$ cat src/rtl/cnn_conv1_pkg.sv
// cnn_conv1_pkg: shared widths, stage-1 record and product sign-extension helper
// for the conv1 MAC scheduler.
package cnn_conv1_pkg;
  localparam int A_W = 14;
  localparam int B_W = 6;
  localparam int P_W = A_W + B_W;
  localparam int ACC_W = 24;
  localparam int NREQ_DEFAULT = 4;
  localparam int IDX_W = 3;
  typedef struct packed {
    logic signed [A_W-1:0] a;
    logic [B_W-1:0] b;
    logic [IDX_W-1:0] idx;
    logic last;
  } s1_rec_t;
  function automatic logic signed [ACC_W-1:0] sext_p2acc(input logic signed [P_W-1:0] p);
    return {{(ACC_W-P_W){p[P_W-1]}}, p};
  endfunction
endpackage

$ cat src/rtl/cnn_rr_arbiter.sv
// cnn_rr_arbiter: combinational round-robin pick, searching from ptr+1 upward with wrap.
module cnn_rr_arbiter #(
  parameter int N = 4,
  localparam int IW = $clog2(N)
) (
  input  logic [N-1:0]  req,
  input  logic [IW-1:0] ptr,
  output logic [N-1:0]  grant,
  output logic [IW-1:0] gnt_idx
);
  logic [IW-1:0] c;
  logic found;
  always_comb begin
    grant = '0;
    gnt_idx = '0;
    found = 1'b0;
    c = '0;
    for (int k = 1; k <= N; k++) begin
      c = IW'((int'(ptr) + k) % N);
      if (!found && req[c]) begin
        grant[c] = 1'b1;
        gnt_idx = c;
        found = 1'b1;
      end
    end
  end
endmodule

$ cat src/rtl/cnn_conv1_mac_sched.sv
// cnn_conv1_mac_sched: time-shares one signed x unsigned multiplier among NREQ conv1 lanes,
// accumulating each lane's dot product and returning it through a per-lane result handshake.
module cnn_conv1_mac_sched
  import cnn_conv1_pkg::*;
#(
  parameter int NREQ = NREQ_DEFAULT
) (
  input  logic                  ap_clk,
  input  logic                  ap_rst_n,
  input  logic [NREQ-1:0]       req_valid,
  output logic [NREQ-1:0]       req_ready,
  input  logic [NREQ*A_W-1:0]   req_a,
  input  logic [NREQ*B_W-1:0]   req_b,
  input  logic [NREQ-1:0]       req_last,
  output logic [NREQ-1:0]       res_valid,
  input  logic [NREQ-1:0]       res_ready,
  output logic [NREQ*ACC_W-1:0] res_data,
  output logic                  busy
);
  localparam int IW = $clog2(NREQ);
  logic [NREQ-1:0] elig, grant, open_q, res_valid_q;
  logic [IW-1:0] gnt_idx, ptr_q, s1_idx;
  s1_rec_t s1_q, s1_d;
  logic s1_valid_q;
  logic signed [ACC_W-1:0] acc_q [NREQ];
  logic [NREQ*ACC_W-1:0] res_data_q;
  logic signed [P_W-1:0] prod;
  logic signed [ACC_W-1:0] sum;
  // A lane whose last op sits in stage 1 must wait until its result is registered.
  always_comb begin
    elig = '0;
    for (int i = 0; i < NREQ; i++)
      elig[i] = ap_rst_n & req_valid[i] & ~res_valid_q[i]
              & ~(s1_valid_q & s1_q.last & (s1_q.idx == IDX_W'(i)));
  end
  cnn_rr_arbiter #(.N(NREQ)) u_arb (
    .req     (elig),
    .ptr     (ptr_q),
    .grant   (grant),
    .gnt_idx (gnt_idx)
  );
  assign s1_d = '{a: req_a[gnt_idx*A_W +: A_W], b: req_b[gnt_idx*B_W +: B_W],
                  idx: IDX_W'(gnt_idx), last: req_last[gnt_idx]};
  assign s1_idx = IW'(s1_q.idx);
  assign prod = P_W'($signed(s1_q.a)) * P_W'($signed({1'b0, s1_q.b}));
  assign sum = acc_q[s1_idx] + sext_p2acc(prod);
  assign req_ready = grant;
  assign res_valid = res_valid_q;
  assign res_data = res_data_q;
  assign busy = s1_valid_q | (|open_q);
  always_ff @(posedge ap_clk or negedge ap_rst_n) begin
    if (!ap_rst_n) begin
      ptr_q <= IW'(NREQ - 1);
      s1_valid_q <= 1'b0;
      s1_q <= '0;
      open_q <= '0;
      res_valid_q <= '0;
      res_data_q <= '0;
      for (int i = 0; i < NREQ; i++) acc_q[i] <= '0;
    end else begin
      s1_valid_q <= |grant;
      if (|grant) begin
        ptr_q <= gnt_idx;
        s1_q <= s1_d;
      end
      res_valid_q <= res_valid_q & ~res_ready;
      if (s1_valid_q) begin
        acc_q[s1_idx] <= s1_q.last ? '0 : sum;
        open_q[s1_idx] <= ~s1_q.last;
        if (s1_q.last) begin
          res_data_q[s1_idx*ACC_W +: ACC_W] <= sum;
          res_valid_q[s1_idx] <= 1'b1;
        end
      end
    end
  end
endmodule

$ cat config.mk
export PLATFORM = sky130hd
export DESIGN_NAME = cnn_conv1_mac_sched
export DESIGN_NICKNAME = d
export VERILOG_FILES = /design/src/rtl/cnn_conv1_pkg.sv /design/src/rtl/cnn_rr_arbiter.sv /design/src/rtl/cnn_conv1_mac_sched.sv
export SDC_FILE = /design/constraint.sdc
export NUM_CORES = 1
export LEC_CHECK = 0
export CAP_MARGIN = 20
export CELL_PAD_IN_SITES_DETAIL_PLACEMENT = 2
export CELL_PAD_IN_SITES_GLOBAL_PLACEMENT = 2
export CORE_AREA = 8 8 210 212
export DETAILED_ROUTE_END_ITERATION = 8
export DIE_AREA = 0 0 218 220
export PLACE_DENSITY_LB_ADDON = 0.1
export SYNTH_ARGS = -nofsm -noshare
export SYNTH_HDL_FRONTEND = slang
export SYNTH_SLANG_ARGS = --single-unit
$ cat constraint.sdc
create_clock -name ap_clk -period 7.5 [get_ports ap_clk]
set_clock_uncertainty 0.1 [all_clocks]
set_input_delay 1.125 -clock ap_clk [delete_from_list [all_inputs] [get_ports ap_clk]]
set_output_delay 1.125 -clock ap_clk [all_outputs]
set_load 0.1 [all_outputs]
[Yosys cells after proc, flatten, opt, wreduce, memory -nomap -nowiden]
Cells that the tools add are included.
Word-level totals
  input bits: 94
  logic and storage cells: 135
  register bits: 226
  output and inout port bits: 105
Cells by class
  bitwise operators: 34
  $mul: 4
  shift operators: 4
  $lt $le $gt $ge: 13
  equality and inequality tests: 3
  add/sub/neg operators: 6
  multiplexer cells: 42
  reductions and logical operators: 16
Operators by type and width (count)
  $bwmux 96: 2
  $mux 24: 4
  $shift 24x34->96 const A: 1
  $shiftx 24x34->96: 1
  $shiftx 56x7->14: 1
  $bmux 24 s2: 1
  $demux 24 s2: 1
  $neg 7->34: 1
  $add 24x20->24: 1
  $mux 4: 6
  $shiftx 24x6->6: 1
  $mul 14x7->20: 1
  $lt 2x3->1 const B: 6
  $and 1x1->1: 17
  $or 4x4->4: 4
  $mux 1: 13
  $bmux 1 s2: 5
  $demux 1 s2: 5
  $ge 2x1->1 const B: 5
  $logic_and 1x1->1: 9
  $not 1->1: 9
  $mul 2x2->4 const B: 2
  $mux 2: 4
  $reduce_or 4->1: 2
  other kinds (15): 20

[Logic depth before layout (Yosys ltp)]
  depth in word-level cells: 18
  gate-level depth with buffers: 28
  mapped depth without buffers: 27

[By module]
Synthesis repeated with hierarchy kept, for this count alone.
Second synthesis, totals
  cell total of the unflattened synthesis: 1497
  area, all modules: 14814.2 µm²
By module, submodules not included
  cnn_conv1_mac_sched: area an instance 14268.7 µm², cells each 1429, times used 1
  cnn_rr_arbiter: area an instance 545.5 µm², cells each 68, times used 1

[Worst setup path before layout]
OpenSTA, ideal clock, no wires.
  path kind: register to register
  from: register s1_q[7] in the netlist's numbering
  to: register res_data_q[39], in the netlist res_data[39]
  data required time: 7317 ps
  data arrival time: 6366 ps
  clock period less this slack: 6549 ps
  slack: 951 ps
  path buffers: 1
  cell stages (with the launch flop): 23
  path through: dfrtp_1 -> clkbuf_1 -> and2_1 -> fa_1 -> fa_1 -> fa_1 -> inv_1 -> fa_1 -> inv_1 -> ha_1 -> a211o_1 -> o21ai_0 -> a311oi_1 -> a221oi_1 -> xor2_1 -> ha_1 -> a21oi_1 -> nand3_1 -> o21ai_0 -> o21ai_0 -> xnor2_1 -> a221oi_1 -> o21ai_0
On the way
  cells in the longest elaborated chain, start to end: 4
RTL lines
  start: declaration: RTL line cnn_conv1_mac_sched.sv:23  | s1_rec_t s1_q, s1_d;
  start signal: assignment: RTL line cnn_conv1_mac_sched.sv:55  | s1_q <= '0;
  start signal: assignment: RTL line cnn_conv1_mac_sched.sv:64  | s1_q <= s1_d;
  $mul 14x7->20: RTL line cnn_conv1_mac_sched.sv:45  | assign prod = P_W'($signed(s1_q.a)) * P_W'($signed({1'b0, s1_q.b}));
  $add 24x20->24: RTL line cnn_conv1_mac_sched.sv:46  | assign sum = acc_q[s1_idx] + sext_p2acc(prod);
  $shiftx 24x34->96: RTL line cnn_conv1_mac_sched.sv:71  | res_data_q[s1_idx*ACC_W +: ACC_W] <= sum;
  $bwmux 96: RTL line cnn_conv1_mac_sched.sv:71
  end signal: indexed assignment: RTL line cnn_conv1_mac_sched.sv:71
  end: declaration: RTL line cnn_conv1_mac_sched.sv:26  | logic [NREQ*ACC_W-1:0] res_data_q;
No other way between the ends.
A chain may end at the register's enable or synchronous reset.

[Final worst setup path]
Same ends and word-level chain as after synthesis.

==> results.cfg <==
[status]
outcome = complete, no violations

[die]
die_x_um = 218
rows = 74
ios = 199
core_area_sq_mm = 0.0406
dieArea_sq_mm = 0.0480
start_util = 0.358
die_h_um = 220

[clock_tree]
clk_pin_slew_ns = 0.06
clock_path_buffers = 3
clock_latency_ns = 0.59
cts.sinks = 226
root_buffer = clkbuf_16
cts_max_level = 1
tritoncts = yes
numCtsBuffers = 28

[critical_path]
crit_path_start_kind = flop
crit_path_end_kind = flop
worstSetupPathType = flop to flop
r2r_end = res_data[39]
worstPathMaxFanout = 8
critPathArrivalTime_ns = 7.53
worstRegToRegCells = 25
critPathMaxStageDelay_ns = 0.55
slowest_stage = fa_1
crit_top_cell = fa_1
critPathBufInv = 5
r2r-start = s1_q[7]
path_delay_family = adder cells
worstPathRequired_ns = 7.90
r2r_slack_ns = 0.37

[sta]
max_freq_mhz = 140
setup_viol = 0
maxSlewHeadroom = 0.280
slew_violations = 0
timing.final.crit_share = 0.951
hold_viol = 0
fin_crit_ns = 7.13
tightest_slew_ns = 1.07

[yosys]
yosysWarningCount = 0
ys_top_cells_by_count = 224 x dfrtp_1, 198 x nand2_1, 155 x o21ai_0
synth_area_sq_mm = 0.0145
synthMuxAreaShare = 0.109
synth_area_leaders = dfrtp_1 39%, fa_1 8.0%, mux4_2 7.3%
synth_simple_gate_area_share = 0.126
postSynthCellCount = 1414
synth_nets = 1640
yosysTopAreaCell = dfrtp_1
synth-seq-cells = 226
synth_xor_area_frac = 0.0269
synth_top_family_by_area = compound AO/OA/AOI/OAI gates
synth_top_flop_cell = dfrtp_1
async_reset_ff_frac = 1.00
syn_avg_cell_area_sq_um = 10.3
synth_edf_count = 0
ys_seq_area_frac = 0.389
synth_compound_area_frac = 0.161
synth_most_common_cell = dfrtp_1
ys_types = 65
synth.top_cell.area_share = 0.386
synth_fa_ha_area_frac = 0.144

[placement]
place.detailed.hpwl_um = 38900
dpl_cell_area_sq_mm = 0.0173
io_buffers = 198
place.gp.congestion = 0.806

[route]
wl_per_cell_um = 24.2
wl_um = 52800
drt_iter0_markers = 572
route.detailed.drc = 0
via_per_inst = 5.44
dr_total_vias = 11800
dr.pass1.iters = 5
antenna_left = 0

[global_route]
antenna_found_initial = 1
grt_max_degree = 174
grt_usage = 0.221
grt_pass1_vias = 13500
grt_pass1_wl_um = 82800
grt-ovfl-total = 0

[layout]
drive_gt1_frac = 0.131
fill_cells = 4241
nets = 1850
fin_area_sq_mm = 0.0183
fin_util = 0.452
syn2layout_area_growth_pct = 26.2

[run]
maxCapViolCount = 0

[worst_hold_path]
hold_path.class = input port to asynchronous set/reset pin
-- state kept, by name, indices dropped and copies added, names as in the netlist --
register	flops
open_q	4
res_data	96
acc_q	96
s1_valid_q	1
res_valid	4
s1_q	21
ptr_q	2
s1_idx	2
-- how the worst max path moves through the flow --
stage / start / end / slack (ns) / cells after the start
2_1_floorplan: s1_q[7] / res_data[39] / 0.95 / 22
3_3_place_gp: s1_q[7] / res_data[39] / 0.11 / 25
6_report: s1_q[7] / res_data[39] / 0.37 / 25
5_1_grt: s1_q[7] / res_data[39] / -0.009 / 25
3_5_place_dp: s1_q[7] / res_data[39] / -0.04 / 25
4_1_cts: s1_q[7] / res_data[39] / 0.05 / 25
-- through the flow --
stage               hold slack (ns)  worst slack (ns)  TNS [ns]  std cells
floorplan                     0.343             0.951         0       1414
global placement              0.356             0.108         0       2124
detailed placement            0.370           -0.0394   -0.0772       2124
CTS                           0.362            0.0500         0       2175
global route                  0.392          -0.00909   -0.0161       2177
finish                        0.377             0.366         0       2178
-- cell usage in the layout (no fill, tap or decap), types with 12 or more instances in the layout --
cell type	instances
dfrtp_1	223
nand2_1	198
clkdlybuf4s50_1	197
o21ai_0	152
inv_1	97
ha_1	73
and2_1	71
fa_1	58
nor2_1	54
a21oi_1	49
mux4_2	47
a22o_1	46
buf_4	46
xnor2_1	28
clkbuf_16	28
a21o_1	20
mux2_4	17
a22oi_1	16
nand3_1	15
nand2b_1	14
mux2_2	14
or2_2	12
-- timing repair --
item / CTS / global route
setup endpoints to repair: 2 / 24
buffers inserted: 0 / 0
pin swaps: 0 / 0
gates resized for setup: 2 / 11
hold buffers: 0 / 0
-- worst register-to-register path: stages, from the launching register on --
cell and delay (ns):
dfrtp_1 0.45, buf_4 0.20, and2_1 0.16, fa_1 0.55, fa_1 0.46, fa_1 0.55, inv_1 0.05, fa_1 0.54
inv_1 0.05, ha_1 0.35, a21o_1 0.18, a21o_1 0.21, nor2_1 0.22, a311oi_2 0.20, a221oi_1 0.34, buf_4 0.22
xor2_4 0.21, ha_2 0.36, a21oi_1 0.23, nand3_1 0.13, o21ai_2 0.18, o21ai_0 0.12, xnor2_1 0.45, buf_4 0.27
a221oi_1 0.11, o21ai_0 0.19
-- kinds of logic (layout without fill, tap and decap cells) --
logic type / Yosys count / after routing
other cells: 0 / 1
fa+ha+maj: 132 / 132
buf+inv: 165 / 396
xor+xnor: 43 / 43
compound gates: 363 / 363
flops: 226 / 226
mux: 89 / 89
simple gates: 396 / 396
-- routing by layer --
layer | track usage | routed length (um)
met1 | 0.297 | 23500
met2 | 0.381 | 26500
met3 | 0.0291 | 1880
met4 | 0.0430 | 935
met5 | 0 | 0
-- layout make-up --
class	instances	area [sq um]	share of cell area
diodes	1	2.50	0.000136
clock buffers	34	783	0.0427
clock inverters	17	184	0.0100
inverters	98	368	0.0201
multi-input cells	1023	8310	0.453
flip-flops and latches	226	5660	0.309
well taps	532	666	0.0363
repair buffers	247	2360	0.129
Power is not shown: default switching activity piles up to over one toggle a cycle in this logic, so the estimate is an artifact.
